--- src/rtl/lfsr_seed_load_pkg.sv ---
// Shared definitions for the LFSR seed load / readback controllers:
// chain length, word mapping helpers and the common FSM state encoding.
package lfsr_seed_load_pkg;

    localparam int WORD_BITS       = 32;
    localparam int SHIFT_CYCLE_DEF = 320;
    localparam int WORDS_PER_CHAIN = SHIFT_CYCLE_DEF / WORD_BITS;

    // Words 0..WORDS_PER_CHAIN-1 go to chain 0, the rest to chain 1.
    localparam int CHAIN0_FIRST_WORD = 0;
    localparam int CHAIN1_FIRST_WORD = WORDS_PER_CHAIN;

    typedef enum logic [2:0] {
        ST_IDLE,
        ST_LOAD_REQ,
        ST_LOAD_CAP,
        ST_MODE_ON,
        ST_SHIFT_LO,
        ST_SHIFT_HI,
        ST_MODE_OFF,
        ST_DONE
    } lfsr_state_e;

    function automatic int words_per_chain(input int shift_cycle);
        return shift_cycle / WORD_BITS;
    endfunction

endpackage

--- src/rtl/lfsr_seed_load_if.sv ---
// Pipe-in FIFO read port bundle.
// master: the consumer (drives rd_en); slave: the FIFO (drives empty, dout).
interface lfsr_seed_load_if;

    logic        in_fifo_empty;
    logic        in_fifo_rd_en;
    logic [31:0] in_fifo_dout;

    modport master (
        output in_fifo_rd_en,
        input  in_fifo_empty,
        input  in_fifo_dout
    );

    modport slave (
        input  in_fifo_rd_en,
        output in_fifo_empty,
        output in_fifo_dout
    );

endinterface

--- src/rtl/lfsr_seed_load_buffer.sv ---
// Two SHIFT_CYCLE-bit seed registers with a word write port and a
// parallel shift-right. Ports: wr_en/wr_idx/wr_data, shift_en, lsb[1:0].
module lfsr_seed_load_buffer
    import lfsr_seed_load_pkg::*;
#(
    parameter int SHIFT_CYCLE = SHIFT_CYCLE_DEF,
    parameter int IDX_W       = 5
) (
    input  logic             clk,
    input  logic             rst_n,
    input  logic             wr_en,
    input  logic [IDX_W-1:0] wr_idx,
    input  logic [31:0]      wr_data,
    input  logic             shift_en,
    output logic [1:0]       lsb
);

    localparam int WPC = words_per_chain(SHIFT_CYCLE);

    logic [SHIFT_CYCLE-1:0] chain0_q, chain0_d;
    logic [SHIFT_CYCLE-1:0] chain1_q, chain1_d;

    always_comb begin
        chain0_d = chain0_q;
        chain1_d = chain1_q;
        if (wr_en) begin
            for (int k = 0; k < WPC; k++) begin
                if (wr_idx == IDX_W'(CHAIN0_FIRST_WORD + k))
                    chain0_d[k*WORD_BITS +: WORD_BITS] = wr_data;
                if (wr_idx == IDX_W'(WPC + k))
                    chain1_d[k*WORD_BITS +: WORD_BITS] = wr_data;
            end
        end else if (shift_en) begin
            chain0_d = {1'b0, chain0_q[SHIFT_CYCLE-1:1]};
            chain1_d = {1'b0, chain1_q[SHIFT_CYCLE-1:1]};
        end
    end

    always_ff @(posedge clk or negedge rst_n) begin
        if (!rst_n) begin
            chain0_q <= '0;
            chain1_q <= '0;
        end else begin
            chain0_q <= chain0_d;
            chain1_q <= chain1_d;
        end
    end

    assign lsb = {chain1_q[0], chain0_q[0]};

endmodule

--- src/rtl/lfsr_seed_load.sv ---
// Loads a host seed from the pipe-in FIFO into both LFSR scan chains.
// Ports: trigger/abort, FIFO read port (if), lfsr_clk/dout/load_mode, busy/done.
module lfsr_seed_load
    import lfsr_seed_load_pkg::*;
#(
    parameter int SHIFT_CYCLE = SHIFT_CYCLE_DEF
) (
    input  logic                     clk,
    input  logic                     rst_n,
    input  logic                     lfsr_load_trigger,
    input  logic                     lfsr_load_abort,
    lfsr_seed_load_if.master         fifo,
    output logic                     lfsr_clk,
    output logic [1:0]               lfsr_dout,
    output logic                     lfsr_load_mode,
    output logic                     load_busy,
    output logic                     load_done
);

    localparam int WORDS = 2 * words_per_chain(SHIFT_CYCLE);
    localparam int WCW   = $clog2(WORDS + 1);
    localparam int BCW   = $clog2(SHIFT_CYCLE);

    lfsr_state_e    state_q, state_d;
    logic [WCW-1:0] word_cnt_q, word_cnt_d;
    logic [BCW-1:0] bit_cnt_q, bit_cnt_d;
    logic           lfsr_clk_q, lfsr_clk_d;
    logic [1:0]     lfsr_dout_q, lfsr_dout_d;
    logic           mode_q, mode_d;
    logic           busy_q, busy_d;
    logic           done_q, done_d;
    logic           buf_wr;
    logic           buf_shift;
    logic [1:0]     buf_lsb;

    lfsr_seed_load_buffer #(
        .SHIFT_CYCLE (SHIFT_CYCLE),
        .IDX_W       (WCW)
    ) u_buf (
        .clk      (clk),
        .rst_n    (rst_n),
        .wr_en    (buf_wr),
        .wr_idx   (word_cnt_q),
        .wr_data  (fifo.in_fifo_dout),
        .shift_en (buf_shift),
        .lsb      (buf_lsb)
    );

    assign fifo.in_fifo_rd_en = (state_q == ST_LOAD_REQ) && !fifo.in_fifo_empty;

    always_comb begin
        state_d     = state_q;
        word_cnt_d  = word_cnt_q;
        bit_cnt_d   = bit_cnt_q;
        lfsr_clk_d  = lfsr_clk_q;
        lfsr_dout_d = lfsr_dout_q;
        mode_d      = mode_q;
        done_d      = 1'b0;
        buf_wr      = 1'b0;
        buf_shift   = 1'b0;

        unique case (state_q)
            ST_IDLE: begin
                if (lfsr_load_trigger) begin
                    state_d    = ST_LOAD_REQ;
                    word_cnt_d = '0;
                    bit_cnt_d  = '0;
                end
            end
            ST_LOAD_REQ: begin
                if (!fifo.in_fifo_empty)
                    state_d = ST_LOAD_CAP;
            end
            ST_LOAD_CAP: begin
                buf_wr     = 1'b1;
                word_cnt_d = word_cnt_q + WCW'(1);
                if (word_cnt_q == WCW'(WORDS - 1))
                    state_d = ST_MODE_ON;
                else
                    state_d = ST_LOAD_REQ;
            end
            ST_MODE_ON: begin
                mode_d     = 1'b1;
                lfsr_clk_d = 1'b0;
                state_d    = ST_SHIFT_LO;
            end
            ST_SHIFT_LO: begin
                // Data only moves while lfsr_clk is low.
                lfsr_clk_d  = 1'b0;
                lfsr_dout_d = buf_lsb;
                state_d     = ST_SHIFT_HI;
            end
            ST_SHIFT_HI: begin
                lfsr_clk_d = 1'b1;
                buf_shift  = 1'b1;
                bit_cnt_d  = bit_cnt_q + BCW'(1);
                if (bit_cnt_q == BCW'(SHIFT_CYCLE - 1))
                    state_d = ST_MODE_OFF;
                else
                    state_d = ST_SHIFT_LO;
            end
            ST_MODE_OFF: begin
                lfsr_clk_d  = 1'b0;
                lfsr_dout_d = '0;
                mode_d      = 1'b0;
                state_d     = ST_DONE;
            end
            ST_DONE: begin
                done_d  = 1'b1;
                state_d = ST_IDLE;
            end
            default: state_d = ST_IDLE;
        endcase

        // Abort overrides everything; popped words are simply dropped.
        if (lfsr_load_abort) begin
            state_d     = ST_IDLE;
            word_cnt_d  = '0;
            bit_cnt_d   = '0;
            lfsr_clk_d  = 1'b0;
            lfsr_dout_d = '0;
            mode_d      = 1'b0;
            done_d      = 1'b0;
            buf_wr      = 1'b0;
            buf_shift   = 1'b0;
        end

        busy_d = (state_d != ST_IDLE);
    end

    always_ff @(posedge clk or negedge rst_n) begin
        if (!rst_n) begin
            state_q     <= ST_IDLE;
            word_cnt_q  <= '0;
            bit_cnt_q   <= '0;
            lfsr_clk_q  <= 1'b0;
            lfsr_dout_q <= '0;
            mode_q      <= 1'b0;
            busy_q      <= 1'b0;
            done_q      <= 1'b0;
        end else begin
            state_q     <= state_d;
            word_cnt_q  <= word_cnt_d;
            bit_cnt_q   <= bit_cnt_d;
            lfsr_clk_q  <= lfsr_clk_d;
            lfsr_dout_q <= lfsr_dout_d;
            mode_q      <= mode_d;
            busy_q      <= busy_d;
            done_q      <= done_d;
        end
    end

    assign lfsr_clk       = lfsr_clk_q;
    assign lfsr_dout      = lfsr_dout_q;
    assign lfsr_load_mode = mode_q;
    assign load_busy      = busy_q;
    assign load_done      = done_q;

endmodule

--- src/flat_wrapper.sv ---
// flat-port wrapper written by rule: the top's interface ports become plain ports
module lfsr_seed_load_flat import lfsr_seed_load_pkg::*;
#(
    parameter int SHIFT_CYCLE = SHIFT_CYCLE_DEF
)
  (clk, rst_n, lfsr_load_trigger, lfsr_load_abort, lfsr_clk, lfsr_dout, lfsr_load_mode, load_busy, load_done, fifo_in_fifo_rd_en, fifo_in_fifo_empty, fifo_in_fifo_dout);
  lfsr_seed_load_if fifo_i ();
  input  logic clk;
  input  logic rst_n;
  input  logic lfsr_load_trigger;
  input  logic lfsr_load_abort;
  output logic lfsr_clk;
  output logic [1:0] lfsr_dout;
  output logic lfsr_load_mode;
  output logic load_busy;
  output logic load_done;
  output wire logic [$bits(fifo_i.in_fifo_rd_en)-1:0] fifo_in_fifo_rd_en;
  input wire logic [$bits(fifo_i.in_fifo_empty)-1:0] fifo_in_fifo_empty;
  input wire logic [$bits(fifo_i.in_fifo_dout)-1:0] fifo_in_fifo_dout;
  assign fifo_in_fifo_rd_en = fifo_i.in_fifo_rd_en;
  assign fifo_i.in_fifo_empty = fifo_in_fifo_empty;
  assign fifo_i.in_fifo_dout = fifo_in_fifo_dout;
  lfsr_seed_load #(.SHIFT_CYCLE(SHIFT_CYCLE)) u_core (.clk(clk), .rst_n(rst_n), .lfsr_load_trigger(lfsr_load_trigger), .lfsr_load_abort(lfsr_load_abort), .fifo(fifo_i), .lfsr_clk(lfsr_clk), .lfsr_dout(lfsr_dout), .lfsr_load_mode(lfsr_load_mode), .load_busy(load_busy), .load_done(load_done));
endmodule
--- config.mk ---
export PLATFORM = sky130hd
export DESIGN_NAME = lfsr_seed_load_flat
export DESIGN_NICKNAME = d
export VERILOG_FILES = /design/src/rtl/lfsr_seed_load_pkg.sv /design/src/rtl/lfsr_seed_load_if.sv /design/src/rtl/lfsr_seed_load_buffer.sv /design/src/rtl/lfsr_seed_load.sv /design/src/flat_wrapper.sv
export SDC_FILE = /design/constraint.sdc
export NUM_CORES = 1
export LEC_CHECK = 0
export ABC_AREA = 1
export BUFFER_PORTS_ARGS = -buffer_cell sky130_fd_sc_hd__buf_2
export CAP_MARGIN = 40
export CORE_MARGIN = 3
export CORE_UTILIZATION = 25
export DETAILED_ROUTE_END_ITERATION = 7
export PLACE_DENSITY_LB_ADDON = 0.3
export SYNTH_ARGS = -nofsm -noshare
export SYNTH_HDL_FRONTEND = slang
export SYNTH_SLANG_ARGS = --single-unit
export TNS_END_PERCENT = 50
--- constraint.sdc ---
create_clock -name clk -period 1.8 [get_ports clk]
set_input_delay 0.18 -clock clk [delete_from_list [all_inputs] [get_ports clk]]
set_output_delay 0.18 -clock clk [all_outputs]
set_load 0.1 [all_outputs]
==> impl_metrics.env, run 1 <==
export IMPL_place_port_buffers=43
export IMPL_worstSetupStartpointType="flip-flop"
export IMPL_fmax_mhz=563
export IMPL_yosys_top_cells_area="sky130_fd_sc_hd__dfrtp_1 (51%), sky130_fd_sc_hd__nand2_1 (31%), sky130_fd_sc_hd__nand3_1 (10%), sky130_fd_sc_hd__buf_2 (3.8%), sky130_fd_sc_hd__buf_4 (0.58%)"
export IMPL_grt_first_pass_wirelength_um=161000
export IMPL_final_setup_viol_count=0
export IMPL_placementRows=131
export IMPL_cts_root_buffer="sky130_fd_sc_hd__clkbuf_16"
export IMPL_dr_wl_cell_um=16.7
export IMPL_timing_hold_worst_class="input pin to flip-flop"
export IMPL_detail_route_antenna_nets=0
export IMPL_r2r_start="u_core.state_q[2]"
export IMPL_maxSlewHeadroom_pct=62.7
export IMPL_synthTopCellsByCount="sky130_fd_sc_hd__nand2_1 (2,666), sky130_fd_sc_hd__dfrtp_1 (663), sky130_fd_sc_hd__nand3_1 (663), sky130_fd_sc_hd__buf_2 (248), sky130_fd_sc_hd__clkbuf_1 (41)"
export IMPL_portion_of_the_clock_cycle_consumed_by_the_worst_path_in_the_final_layout_pct=98.6
export IMPL_timing_critical_path_to_type="flip-flop"
export IMPL_final_setup_tns_ns=0
export IMPL_cts_clk_slew_worst_paths_ns=0.06
export IMPL_ys_ff_latch=663
export IMPL_synth_top_area_share_pct=51.2
export IMPL_cts_sinks=663
export IMPL_initial_core_util_pct=25.3
export IMPL_power_density_mw_per_mm2=821
export IMPL_drt_initial_drc_count=2700
export IMPL_worst_slew_pin_slew_ns=0.559
export IMPL_synthCells=4460
export IMPL_vdd_drop_max_uv=632
export IMPL_num_io_pins=44
export IMPL_cts_tree="built"
export IMPL_groute_usage_overall_pct=14.9
export IMPL_total_power_mw=32.3
export IMPL_grt_antenna_before_repair=1
export IMPL_routabilityCongestion=0.748
export IMPL_layout_setup_ws_ns=0.0248
export IMPL_floorplan_die_width_um=366
export IMPL_grt_start_max_net_pins=95
export IMPL_die_height_um=366
export IMPL_asyncSetResetFlopFracSynth_pct=100
export IMPL_whs_ns=0.0963
export IMPL_synth_seq_area_share_pct=51.2
export IMPL_period_minus_slack_ns=1.78
export IMPL_postSynthNetCount=4503
export IMPL_yosysTopAreaCell="sky130_fd_sc_hd__dfrtp_1"
export IMPL_floorplan_die_area_mm2=0.134
export IMPL_clkLatencyLatePin_ns=0.63
export IMPL_max_cap_viol_count=0
export IMPL_hold_viol_final=0
export IMPL_core_region_area_mm2=0.128
export IMPL_h_tree_depth=3
export IMPL_outcome="finished clean"
export IMPL_n_fill_cell=13800
export IMPL_num_antenna_cells=0
export IMPL_hpwl_um=55800
export IMPL_clock_buffers_created_by_tritoncts=78
export IMPL_top_reg_cell_synth="sky130_fd_sc_hd__dfrtp_1"
export IMPL_share_of_layout_cells_above_drive_strength_1_pct=9.88
export IMPL_post_route_drc_count=0
export IMPL_cp_max_fo=20
export IMPL_hold_start="fifo_in_fifo_dout[31]"
export IMPL_synth_most_common_cell="sky130_fd_sc_hd__nand2_1"
export IMPL_skew_ns=0.0218
export IMPL_dpl_worst_slack_ns=-0.0274
export IMPL_worst_ep_arrival_time_ns=2.33
export IMPL_synth_area_mm2=0.0324
export IMPL_via_count=28400
export IMPL_synth_enable_flop_cells=0
export IMPL_slew_viols_final=0
export IMPL_via_count_of_the_first_global_routing_pass=26800
export IMPL_ys_types=27
export IMPL_ctsLongestPathBuffers=3
export IMPL_synth_avg_cell_area_um2=7.27
export IMPL_drt_pass1_iter_count=5
export IMPL_nets=4509
export IMPL_grt_overflow_total=0
export IMPL_route_detailed_vias_per_inst=4.54
export IMPL_wirelength_um=105000
export IMPL_grt_setup_unrepaired="yes"
export IMPL_synthesis_yosys_warnings=0
export IMPL_total_leakage_power_nw=23.5
export IMPL_crit_start="u_core.state_q[2]"
export IMPL_synthToLayoutAreaGrowth_pct=21.5
export IMPL_criticalPathCategory="flip-flop to flip-flop"
export IMPL_critical_path_required_ns=2.36
layout by cell type, fill, tap and decap left out, types with 2 or more instances in the layout:
cell type and count:
sky130_fd_sc_hd__a21oi_1 3, sky130_fd_sc_hd__buf_12 118, sky130_fd_sc_hd__buf_16 5, sky130_fd_sc_hd__buf_2 41
sky130_fd_sc_hd__buf_4 65, sky130_fd_sc_hd__buf_6 11, sky130_fd_sc_hd__buf_8 3, sky130_fd_sc_hd__bufinv_16 4
sky130_fd_sc_hd__clkbuf_1 23, sky130_fd_sc_hd__clkbuf_16 95, sky130_fd_sc_hd__clkbuf_8 15, sky130_fd_sc_hd__clkinv_2 10
sky130_fd_sc_hd__clkinv_8 2, sky130_fd_sc_hd__clkinvlp_4 2, sky130_fd_sc_hd__dfrtp_1 661, sky130_fd_sc_hd__dfrtp_2 2
sky130_fd_sc_hd__dlygate4sd3_1 6, sky130_fd_sc_hd__ha_1 4, sky130_fd_sc_hd__ha_4 2, sky130_fd_sc_hd__inv_1 24
sky130_fd_sc_hd__inv_2 6, sky130_fd_sc_hd__inv_4 2, sky130_fd_sc_hd__inv_6 2, sky130_fd_sc_hd__nand2_1 2645
sky130_fd_sc_hd__nand2_2 26, sky130_fd_sc_hd__nand2_4 9, sky130_fd_sc_hd__nand3_1 663, sky130_fd_sc_hd__nand3_2 5
sky130_fd_sc_hd__nand4_1 6, sky130_fd_sc_hd__nor2_1 26, sky130_fd_sc_hd__nor2_2 2, sky130_fd_sc_hd__nor2_4 5
sky130_fd_sc_hd__nor3_1 2, sky130_fd_sc_hd__o21ai_0 10, sky130_fd_sc_hd__o21ai_2 4, sky130_fd_sc_hd__o21ai_4 7
sky130_fd_sc_hd__o21bai_1 3
sequential cells by signal, indices dropped and copies added (netlist names):
| name | cells |
|---|---|
| u_core.bit_cnt_q | 9 |
| u_core.u_buf.chain1_q | 320 |
| u_core.lfsr_load_mode | 1 |
| u_core.lfsr_dout | 2 |
| u_core.state_q | 3 |
| u_core.u_buf.chain0_q | 320 |
| u_core.load_done | 1 |
| u_core.word_cnt_q | 5 |
| u_core.load_busy | 1 |
| u_core.lfsr_clk | 1 |
worst max-delay path: stages (launching register included):
cell and delay [ns]:
sky130_fd_sc_hd__dfrtp_1 0.41, sky130_fd_sc_hd__nor2_4 0.15, sky130_fd_sc_hd__nand3_4 0.14, sky130_fd_sc_hd__buf_6 0.18
sky130_fd_sc_hd__buf_12 0.15, sky130_fd_sc_hd__o21ai_4 0.30, sky130_fd_sc_hd__clkbuf_16 0.25, sky130_fd_sc_hd__nand2_1 0.06
sky130_fd_sc_hd__nand2_1 0.06
layout make-up:
class	instances	area, um2	area share, %
timing repair buffer	263	3770	9.58
inverter	33	134	0.340
tap	1729	2160	5.49
sequential	663	16600	42.1
multi-input combinational	3427	14200	36.0
clock inverter	19	226	0.575
clock buffer	119	2320	5.89
cell families (layout without fill, tap and decap cells):
group,Yosys count,in the layout,share of synthesized area [%]
AND/OR/NAND/NOR,3393,3393,42.2
buffers and inverters,370,434,5.80
adder cells (fa/ha/maj),6,6,0.232
flip-flops,663,663,51.2
AO/OA/AOI/OAI,28,28,0.560
final timing paths:
check,endpoint,slack [ns],cells after the start
setup reg to reg,u_core.u_buf.chain1_q[15],0.02,8
hold / removal,u_core.u_buf.chain0_q[191],0.1,6
hold reg to reg,u_core.u_buf.chain1_q[8],0.49,2
max in group asynchronous,u_core.u_buf.chain1_q[62],0.18,4
setup / recovery,u_core.u_buf.chain1_q[15],0.02,8
min in group asynchronous,u_core.u_buf.chain0_q[27],0.54,3
layer usage:
layer	track usage, %	part of all wire (%)	vias to the layer above
met1	21.8	50	13700
met2	23.4	44	677
met3	1.68	5.0	86
met5	0	0	-
li1	-	-	13900
met4	3.05	1.3	0
what timing repair did:
item                                   CTS  global route
setup endpoints to repair               98           472
buffers inserted                         4            12
hold buffers                             6             0
gates resized for setup                  9            65
pin swaps                                0            32
cloned                                   2            18
endpoints found under the hold margin  482             0
metrics by stage:
| step | instance area, um2 | cells | util [%] |
|---|---|---|---|
| floorplan | 32400 | 4460 | - |
| global placement | 35900 | 6076 | 28.0 |
| detailed placement | 35900 | 6076 | 28.0 |
| CTS | 38600 | 6225 | 30.1 |
| global route | 39400 | 6253 | 30.7 |
| finish | 39400 | 6253 | 30.7 |
where the power goes:
group	switching, mW	internal (mW)
Sequential	0.0639	15.0
Combinational	0.878	0.395
Clock	6.53	9.45
(Power assumes the default switching activity.)
==> run 2, diff against run 1 <==
--- a/config.mk
+++ b/config.mk
@@ -6,11 +6,11 @@
 export NUM_CORES = 1
 export LEC_CHECK = 0
 export ABC_AREA = 1
-export BUFFER_PORTS_ARGS = -buffer_cell sky130_fd_sc_hd__buf_2
 export CAP_MARGIN = 40
 export CORE_MARGIN = 3
 export CORE_UTILIZATION = 25
 export DETAILED_ROUTE_END_ITERATION = 7
+export DONT_BUFFER_PORTS = 1
 export PLACE_DENSITY_LB_ADDON = 0.3
 export SYNTH_ARGS = -nofsm -noshare
 export SYNTH_HDL_FRONTEND = slang
==> constraint.sdc (replaced) <==
create_clock -name clk -period 1.9 [get_ports clk]
set_input_delay 0.19 -clock clk [delete_from_list [all_inputs] [get_ports clk]]
set_output_delay 0.19 -clock clk [all_outputs]
set_load 0.1 [all_outputs]
==> impl_metrics.env, run 2 (synthesis gave the netlist of run 1 again) <==
export IMPL_grt_overflow_total=0
export IMPL_place_port_buffers=0
export IMPL_groute_usage_overall_pct=14.8
export IMPL_core_region_area_mm2=0.128
export IMPL_drt_initial_drc_count=2489
export IMPL_cp_max_fo=663
export IMPL_drt_pass1_iter_count=5
export IMPL_worst_ep_arrival_time_ns=2.44
export IMPL_total_power_mw=30.7
export IMPL_dpl_instance_area_mm2=0.0354
export IMPL_period_minus_slack_ns=2.77
export IMPL_via_count=28200
export IMPL_maxSlewHeadroom_pct=-200
export IMPL_criticalPathCategory="input pin to asynchronous set/reset pin"
export IMPL_highest_signal_layer="met4"
export IMPL_critical_path_required_ns=1.56
export IMPL_finish_cell_count_without_fillers=6200
export IMPL_wl_met2_um=45400
export IMPL_final_setup_viol_count=300
export IMPL_timing_hold_worst_class="input pin to asynchronous set/reset pin"
export IMPL_h_tree_depth=3
export IMPL_worstSetupStartpointType="input pin"
export IMPL_outcome="finished with violations"
export IMPL_dpl_cell_count=6028
export IMPL_grt_start_max_net_pins=664
export IMPL_hpwl_um=53300
export IMPL_grt_first_pass_wirelength_um=161000
export IMPL_cts_sinks=663
export IMPL_initial_core_util_pct=25.3
export IMPL_cts_hold_repair_buffers=18
export IMPL_met1Wirelength_um=50200
export IMPL_via_count_of_the_first_global_routing_pass=27100
export IMPL_finish_utilization_pct=30.0
export IMPL_dr_wl_cell_um=16.5
export IMPL_skew_ns=0.0213
export IMPL_num_io_pins=44
export IMPL_final_setup_tns_ns=-169.47
export IMPL_fmax_mhz=361
export IMPL_whs_ns=-0.599
export IMPL_placementRows=131
export IMPL_nets=4452
export IMPL_mostFrequentLayoutCell="sky130_fd_sc_hd__nand2_1"
export IMPL_vdd_drop_max_uv=598
export IMPL_mostFrequentLayoutCells="sky130_fd_sc_hd__nand2_1 (2,662), sky130_fd_sc_hd__nand3_1 (663), sky130_fd_sc_hd__dfrtp_1 (662)"
export IMPL_post_route_drc_count=0
export IMPL_die_height_um=366
export IMPL_clkLatencyLatePin_ns=0.62
export IMPL_wirelength_um=102000
export IMPL_cts_root_buffer="sky130_fd_sc_hd__clkbuf_16"
export IMPL_total_leakage_power_nw=23.1
export IMPL_cts_tree="built"
export IMPL_floorplan_die_width_um=366
export IMPL_max_cap_viol_count=0
export IMPL_ctsLongestPathBuffers=3
export IMPL_worst_slew_pin_slew_ns=4.49
export IMPL_power_density_mw_per_mm2=797
export IMPL_route_detailed_vias_per_inst=4.55
export IMPL_design_area_mm2=0.0385
export IMPL_cts_clk_slew_worst_paths_ns=0.06
export IMPL_layout_setup_ws_ns=-0.873
export IMPL_timing_critical_path_to_type="asynchronous set/reset pin"
export IMPL_portion_of_the_clock_cycle_consumed_by_the_worst_path_in_the_final_layout_pct=146
export IMPL_violations="negative hold slack, max-slew violations, negative setup slack"
export IMPL_synthToLayoutAreaGrowth_pct=18.8
export IMPL_slew_viols_final=574
export IMPL_floorplan_die_area_mm2=0.134
export IMPL_reg_top3="u_core.u_buf.chain0_q x320, u_core.u_buf.chain1_q x320, u_core.bit_cnt_q x9"
export IMPL_detail_route_antenna_nets=0
export IMPL_clock_buffers_created_by_tritoncts=77
export IMPL_grt_antenna_before_repair=1
export IMPL_share_of_layout_cells_above_drive_strength_1_pct=8.21
export IMPL_routabilityCongestion=0.745
export IMPL_hold_viol_final=328
export IMPL_met3_wirelength_um=5030
run 2: repair_timing:
action	CTS	global route
hold endpoints to repair	738	663
gates cloned	0	7
pin swaps	0	3
buffers inserted	2	4
gates resized for setup	4	22
setup endpoints to repair	1	85
run 2: power by group:
group	total [mW]	switching, mW	internal, mW
combinational	0.806	0.519	0.288
clock	15.6	6.23	9.37
sequential	14.3	0.0581	14.2
total	30.7	6.81	23.9
run 2: metrics by stage:
stage	hold WS, ns	setup WS [ns]
detailed placement	0.0110	0.117
floorplan	-0.106	0.254
finish	-0.599	-0.873
global placement	0.0117	0.135
CTS	-0.669	0.00923
global route	-0.645	-0.00507
run 2: layout make-up:
| cell class | count | area (um2) |
|---|---|---|
| Inverter | 33 | 129 |
| Sequential cell | 663 | 16600 |
| Clock inverter | 29 | 352 |
| Timing Repair Buffer | 206 | 2940 |
| Fill cell | 13900 | 89700 |
| Tap cell | 1729 | 2160 |
| Antenna cell | 1 | 2.50 |
| Clock buffer | 111 | 2300 |
| Multi-Input combinational cell | 3428 | 14000 |
run 2: routing by layer:
layer / vias up / track usage [%]
li1: 13800 / -
met1: 13700 / 21.3
met2: 639 / 23.5
met3: 114 / 2.16
met4: 0 / 3.46
met5: - / 0
run 2: path summary, 6_finish.rpt:
| path | startpoint | endpoint | slack [ns] | depth (start not counted) |
|---|---|---|---|---|
| max in group clk | u_core.state_q[0] | u_core.u_buf.chain1_q[24] | 0.08 | 9 |
| worst min-delay path | rst_n | u_core.u_buf.chain0_q[26] | -0.60 | 0 |
| worst max register to register | u_core.state_q[0] | u_core.u_buf.chain1_q[24] | 0.08 | 9 |
| worst min register to register | u_core.u_buf.chain1_q[103] | u_core.u_buf.chain1_q[103] | 0.50 | 2 |
| min in group clk | fifo_in_fifo_dout[21] | u_core.u_buf.chain1_q[85] | 0.04 | 5 |
| worst max-delay path | rst_n | u_core.u_buf.chain0_q[103] | -0.87 | 0 |
run 2: worst reg2reg max path: stages (launching register included):
cell and delay (ns):
sky130_fd_sc_hd__dfrtp_1 0.37, sky130_fd_sc_hd__buf_4 0.14, sky130_fd_sc_hd__nor2_4 0.10, sky130_fd_sc_hd__nand3_4 0.12, sky130_fd_sc_hd__buf_12 0.17, sky130_fd_sc_hd__buf_4 0.17, sky130_fd_sc_hd__o21ai_4 0.29, sky130_fd_sc_hd__clkbuf_16 0.25
sky130_fd_sc_hd__nand2_1 0.07, sky130_fd_sc_hd__nand2_1 0.06
